### config.mk
export PLATFORM = sky130hd
export DESIGN_NAME = userdma_dataflow_fifo
export DESIGN_NICKNAME = d
export VERILOG_FILES = /design/src/rtl/userdma_dataflow_fifo.sv
export SDC_FILE = /design/constraint.sdc
export NUM_CORES = 1
export LEC_CHECK = 0
export ABC_AREA = 1
export CORE_MARGIN = 5
export CORE_UTILIZATION = 45
export DETAILED_ROUTE_END_ITERATION = 8
export MAX_ROUTING_LAYER = met4
export PLACE_DENSITY_LB_ADDON = 0.08
export SYNTH_ARGS = -nofsm -noshare
export SYNTH_HDL_FRONTEND = slang
export SYNTH_SLANG_ARGS = --single-unit
### constraint.sdc
create_clock -name ap_clk -period 6.39 [get_ports ap_clk]
set_input_delay 1.278 -clock ap_clk [delete_from_list [all_inputs] [get_ports ap_clk]]
set_output_delay 1.278 -clock ap_clk [all_outputs]
set_load 0.005 [all_outputs]
### src/rtl/userdma_dataflow_fifo.sv
`default_nettype none
// ============================================================================
// Module   : userdma_dataflow_fifo
// Brief    : Show-ahead ap_fifo channel between userdma dataflow processes,
//            with per-side blocking indicators and debug status.
// Revision : 1.0 - initial release
// ============================================================================
module userdma_dataflow_fifo #(
    parameter int DATA_WIDTH = 64,
    parameter int DEPTH      = 16,
    parameter int ADDR_WIDTH = 4
) (
    input  logic                  ap_clk,
    input  logic                  ap_rst,
    input  logic [DATA_WIDTH-1:0] if_din,
    input  logic                  if_write,
    output logic                  if_full_n,
    output logic [DATA_WIDTH-1:0] if_dout,
    input  logic                  if_read,
    output logic                  if_empty_n,
    output logic                  wr_blk_n,
    output logic                  rd_blk_n,
    output logic [ADDR_WIDTH:0]   count,
    output logic [ADDR_WIDTH:0]   max_count,
    output logic                  overflow_err,
    output logic                  underflow_err
);

    localparam logic [ADDR_WIDTH:0]   c_depth   = (ADDR_WIDTH+1)'(DEPTH);
    localparam logic [ADDR_WIDTH:0]   c_cnt_one = (ADDR_WIDTH+1)'(1);
    localparam logic [ADDR_WIDTH-1:0] c_ptr_one = ADDR_WIDTH'(1);

    logic [DATA_WIDTH-1:0] r_mem [DEPTH];
    logic [ADDR_WIDTH-1:0] r_wr_ptr;
    logic [ADDR_WIDTH-1:0] r_rd_ptr;
    logic [ADDR_WIDTH:0]   r_count;
    logic [ADDR_WIDTH:0]   r_max_count;
    logic                  r_empty_n;
    logic                  r_full_n;
    logic                  r_overflow;
    logic                  r_underflow;

    logic                  w_wr_acc;
    logic                  w_rd_acc;
    logic [ADDR_WIDTH:0]   w_count_nxt;

    always_comb begin
        w_wr_acc    = if_write & r_full_n;
        w_rd_acc    = if_read & r_empty_n;
        w_count_nxt = r_count;
        case ({w_wr_acc, w_rd_acc})
            2'b10:   w_count_nxt = r_count + c_cnt_one;
            2'b01:   w_count_nxt = r_count - c_cnt_one;
            default: w_count_nxt = r_count;
        endcase
    end

    // Flags are registered from the next count so they are glitch-free outputs.
    always_ff @(posedge ap_clk or posedge ap_rst) begin
        if (ap_rst) begin
            r_wr_ptr    <= '0;
            r_rd_ptr    <= '0;
            r_count     <= '0;
            r_max_count <= '0;
            r_empty_n   <= 1'b0;
            r_full_n    <= 1'b1;
            r_overflow  <= 1'b0;
            r_underflow <= 1'b0;
        end else begin
            if (w_wr_acc)
                r_wr_ptr <= r_wr_ptr + c_ptr_one;
            if (w_rd_acc)
                r_rd_ptr <= r_rd_ptr + c_ptr_one;
            r_count   <= w_count_nxt;
            r_empty_n <= (w_count_nxt != '0);
            r_full_n  <= (w_count_nxt != c_depth);
            if (w_count_nxt > r_max_count)
                r_max_count <= w_count_nxt;
            if (if_write & ~r_full_n)
                r_overflow <= 1'b1;
            if (if_read & ~r_empty_n)
                r_underflow <= 1'b1;
        end
    end

    // Storage is deliberately left out of reset; the flags gate its visibility.
    always_ff @(posedge ap_clk) begin
        if (w_wr_acc)
            r_mem[r_wr_ptr] <= if_din;
    end

    assign if_dout       = r_empty_n ? r_mem[r_rd_ptr] : '0;
    assign if_full_n     = r_full_n;
    assign if_empty_n    = r_empty_n;
    assign wr_blk_n      = ~(if_write & ~r_full_n);
    assign rd_blk_n      = ~(if_read & ~r_empty_n);
    assign count         = r_count;
    assign max_count     = r_max_count;
    assign overflow_err  = r_overflow;
    assign underflow_err = r_underflow;

endmodule
`default_nettype wire
# Word-level counts from Yosys, hierarchy flattened
# Memories as Yosys holds them, arrays and structs flattened.
# Cells that the tools add are included.
# Widths: inputs -> output; s select.
[op_classes]
bitwise_logic = 8
magnitude_cmp = 1
n_eq_ne = 3
add_sub_neg = 4
reduce_logical = 1
mux = 4
[op_table]
columns = ["op", "n"]
rows = [
  ["$mux 64", 1],
  ["$pmux 5 s2", 1],
  ["$add 4x1->4 const B", 2],
  ["$add 5x1->5 const B", 1],
  ["$gt 5x5->1", 1],
  ["$ne 5x5->1 const B", 1],
  ["$reduce_bool 5->1", 1],
  ["$sub 5x1->5 const B", 1],
  ["$and 1x1->1", 4],
  ["$not 1->1", 4],
  ["$eq 2x1->1 const B", 1],
  ["$eq 2x2->1 const B", 1],
  ["$mux 1", 2],
]
[totals]
ram_bits = 1024
n_memories = 1
inputBits = 68
reg_bits = 22
[mem_list]
columns = ["memory", "depth", "word_bits", "rd", "rd_clocked_by_memory_dff", "write_ports", "line", "source"]
rows = [
  ["r_mem", 16, 64, 1, 0, 1, "33", "logic [DATA_WIDTH-1:0] r_mem [DEPTH];"],
]

# Logic depth before layout (Yosys ltp)
[depth]
ltp_word = 4
ltp_mapped = 24

# Worst setup path before layout
# No wires, ideal clock.
[synth_timing]
kind = "in2reg"
start = "input port if_write"
end = "memory r_mem[11][0] (enable)"
slack_ns = 0.011
n_path_buf = 0
cell_stages = 2
arrival_ns = 5.815
required_time_ns = 5.825
path_cell_list = "nand2_2 > nor3_1"
[synth_between]
elab_chain_cells = 3
[synth_rtl]
columns = ["element", "line", "source"]
rows = [
  ["start, declared", "16", "input logic if_write,"],
  ["$and 1x1->1", "48", "w_wr_acc = if_write & r_full_n;"],
  ["$mux 1", "88", "if (w_wr_acc)"],
  ["$mux 1 (implied by the code)", "89", "r_mem[r_wr_ptr] <= if_din;"],
  ["end, declared", "33", ""],
]
# Every way passes these cells.

# Final worst setup path
[layout_timing]
start = "register r_rd_ptr[2]"
end = "output port if_dout[10]"
[layout_between]
elab_chain_cells = 2
[layout_rtl]
columns = ["element", "line", "source"]
rows = [
  ["start, declared", "35", "logic [ADDR_WIDTH-1:0] r_rd_ptr;"],
  ["start signal, assigned", "73", "r_rd_ptr <= r_rd_ptr + c_ptr_one;"],
  ["$mem_v2 16x64", "--", ""],
  ["$mux 64", "92", "assign if_dout = r_empty_n ? r_mem[r_rd_ptr] : '0;"],
  ["end, declared", "18", "output logic [DATA_WIDTH-1:0] if_dout,"],
]
# Every way passes these cells.

==> metrics.log <==
INFO  metric run_status = finished clean
INFO  metric first_pass_grt_wire_length = 165,600 µm
INFO  metric switching_power = 7.993 mW
INFO  metric pwr_density_cell = 478.2 mW/mm²
INFO  metric power = 22.47 mW
INFO  metric grt_antenna_before_repair = 6
INFO  metric core.rowCount = 110
INFO  metric timing.slew.headroom = 13.08%
INFO  metric clock_power_share = 27.4%
INFO  metric cts_max_level = 3
INFO  metric post_synth.cell_area_avg = 14.17 µm²
INFO  metric synthesis.yosys.warnings = 0
INFO  metric yosys_register_bits = 1,046
INFO  metric dieHeight = 311.6 µm
INFO  metric hold_path_depth = 2
INFO  metric via_count_of_the_first_global_routing_pass = 25,660
INFO  metric grt_setup_unrepaired = false
INFO  metric count_leader_synth = edfxtp_1
INFO  metric final_layout_size_suffix_gt1_share = 7.655%
INFO  metric drt.antenna.violating_nets = 0
INFO  metric critical_path_peak_fanout = 45
INFO  metric tns = 0 ns
INFO  metric synth_top_cell_area_share = 75.12%
INFO  metric grt_max_degree = 242
INFO  metric power.switching_fraction = 35.58%
INFO  metric pin_count = 148
INFO  metric dr.pass1.iters = 5
INFO  metric core = 0.09015 mm²
INFO  metric async_reset_ff_share = 2.103%
INFO  metric root_buffer = clkbuf_16
INFO  metric routed_via_density = 5.990
INFO  metric yosys_most_used_dff = edfxtp_1
INFO  metric remaining_drc_errors = 0
INFO  metric cts_tree = built
INFO  metric comb_power_share = 34.3%
INFO  metric dr.first_iter.drc_count = 2,646
INFO  metric finalSetupViolations = 0
INFO  metric grt-ovfl-total = 0
INFO  metric gr-usage-met1 = 30.53%
INFO  metric clkSlewWorstSetupHoldPaths = 0.06 ns
INFO  metric fp.dieArea = 0.09709 mm²
INFO  metric ys_top_cells_by_area = edfxtp_1 75%, o21ai_0 5.2%, nor2_1 4.8%
INFO  metric final_design_area_no_fill = 0.04698 mm²
INFO  metric max_stage_delay = 0.86 ns
INFO  metric cts_max_path_buffers = 3
INFO  metric final_max_slew_viol_count = 0
INFO  metric cap_violations = 0
INFO  metric critPathLaunchType = flop
INFO  metric place.port_buffers = 147
INFO  metric design.final.nets = 3,063
INFO  metric max_freq = 0.1856 GHz
INFO  metric placer_s_final_routability_congestion_estimate = 0.7557
INFO  metric worstRegToRegCells = 5
INFO  metric yosysSeqAreaShare = 76.47%
INFO  metric area_added_between_synthesis_and_finish = 14.78%
INFO  metric wl = 112,500 µm
INFO  metric cts.repair_timing.setup_buffer_count = 0
INFO  metric hp-class = reg2reg
INFO  metric cts_made_buffers = 111
INFO  metric irDropWorstVdd = 0.4081 mV
INFO  metric synthesis.area = 0.04093 mm²
INFO  metric final_clock_skew = 0.02275 ns
INFO  metric critical_path_rt = 5.11 ns
INFO  metric clock_insertion_delay_worst_skew = 0.68 ns
INFO  metric worst_path_buf_inv = 3
INFO  metric count_of_final_hold_check_violations = 0
INFO  metric cts_resized = 0
INFO  metric timing_worst_setup_path_type = reg2out
INFO  metric grt.met2_usage = 37.89%
INFO  metric floorplan.initialDensity = 45.41%
INFO  metric critPathTopFamily = buffers and inverters
INFO  metric syn_inst = 2,889
INFO  metric timing.critical_path.arrival = 4.11 ns
INFO  metric sequential_power_share = 38.3%
INFO  metric post_cts_hold_fix_bufs = 0
INFO  metric worstSetupEndpointType = primary output
INFO  metric avgRoutedWirePerCell = 26.46 µm
INFO  metric vias = 25,460
INFO  metric post_dp_cell_area = 0.04350 mm²
INFO  metric dp_hpwl = 53,140 µm
INFO  metric dp_cells = 4,046
INFO  metric worst_path_cell_chain = clkinv_2 -> buf_4 -> o221ai_1 -> nand3_1 -> a21oi_1 -> clkdlybuf4s50_1
INFO  metric finalCriticalPeriod = 5.387 ns
INFO  metric met3_usage = 3.615%
INFO  metric synth-edff-count = 1,024
INFO  metric power.leakage = 14.72 nW
INFO  metric mappedNetlistNets = 2,969
INFO  metric synth_area_leader_cell = edfxtp_1
INFO  metric crit_path_slowest_cell = dfrtp_4
INFO  metric yosys-top-cells-count = 1,024 x edfxtp_1, 527 x nor2_1, 422 x o21ai_0
INFO  metric crit_cells = 6
INFO  metric finalNonFillerCells = 4,251
INFO  metric fraction_of_the_cycle_the_final_worst_path_needs = 84.30%
INFO  metric floorplan.die.width = 311.6 µm
INFO  metric tightestPinTransition = 1.301 ns
INFO  metric gr-usage-all-layers = 23.15%
INFO  metric p_int = 14.47 mW
INFO  metric numClockSinks = 1,046
INFO  metric synthDistinctLibCells = 29
INFO  metric grt_most_used_layer = met2
==> sequential cells by signal (all words and copies together), names as in the netlist <==
register	flops
count	5
if_empty_n	1
if_full_n	1
max_count	5
overflow_err	1
r_mem	1024
r_rd_ptr	4
r_wr_ptr	4
underflow_err	1
==> worst min-delay path: stages, from the launching register on <==
cell     delay [ns]
dfrtp_1        0.34
inv_1          0.04
nand2_1        0.05
==> path summary, 6_finish.rpt <==
path / from / to / slack (ns)
max: r_rd_ptr[2] / if_dout[10] / 1.00
min: underflow_err / underflow_err / 0.46
max reg2reg: if_full_n / r_mem[12][7] / 3.28
min reg2reg: underflow_err / underflow_err / 0.46
max in group asynchronous: ap_rst / r_rd_ptr[0] / 4.44
min in group asynchronous: ap_rst / r_wr_ptr[2] / 1.18
==> metrics by stage <==
step                      util [%]  setup slack [ns]  hold slack, ns
after floorplan                  -           0.01062          0.4574
after global placement       48.25             1.734          0.4445
after detailed placement     48.25             1.740          0.4492
after CTS                    52.10            0.9855          0.4647
after global routing         52.12            0.9272          0.4808
final                        52.12             1.003          0.4642
==> cells by family (layout without fill, tap and decap cells) <==
group	count (synthesis)	in the layout	synth area share, %
and+or+nand+nor	647	647	6.175
other	0	5	0
xor gates and xnor gates	8	8	0.1712
adders and majority gates	12	12	0.3668
buffers and inverters	253	434	3.176
DFF	1046	1046	76.47
AOI/OAI and AO/OA	923	923	13.64
==> power groups by stage <==
| stage | clock network, mW | registers [mW] | logic (mW) |
|---|---|---|---|
| 6_report | 6.16 | 8.61 | 7.70 |
| 3_3_place_gp | 0 | 8.72 | 7.67 |
| 5_1_grt | 6.56 | 8.65 | 8.41 |
| 2_1_floorplan | 0 | 8.60 | 4.62 |
| 4_1_cts | 6.27 | 8.61 | 7.80 |
| 3_5_place_dp | 0 | 8.75 | 7.76 |
==> routing by layer <==
metal	wire, µm	share of wire, %
met1	48320	43
met2	54890	49
met3	6743	6.0
met4	2537	2.3
met5	0	0
==> final cells by class <==
| class | instances | area [µm²] |
|---|---|---|
| Antenna cell | 5 | 12.51 |
| Tap cell | 1176 | 1471 |
| Fill cell | 7448 | 43170 |
| Clock inverter | 68 | 576.8 |
| Multi-Input combinational cell | 1590 | 8447 |
| Clock buffer | 132 | 2899 |
| Inverter | 34 | 153.9 |
| Timing Repair Buffer | 200 | 2107 |
| Sequential cell | 1046 | 31320 |
==> layout by cell type (no fill, tap or decap), types with 8 or more instances in the layout <==
cell	count
nor2_4	14
o22ai_1	80
clkinv_1	28
a21oi_1	66
inv_1	28
nor2_1	513
o211ai_1	80
bufinv_16	8
o21ai_1	98
clkdlybuf4s50_1	147
xor2_1	8
dfrtp_1	17
ha_1	12
nand2_1	51
clkinv_2	25
buf_12	19
clkbuf_16	113
clkbuf_1	19
buf_4	34
o21ai_0	422
o221ai_1	177
edfxtp_1	1024
nand3_1	58
Note: power is estimated with default switching activity, not from simulation.
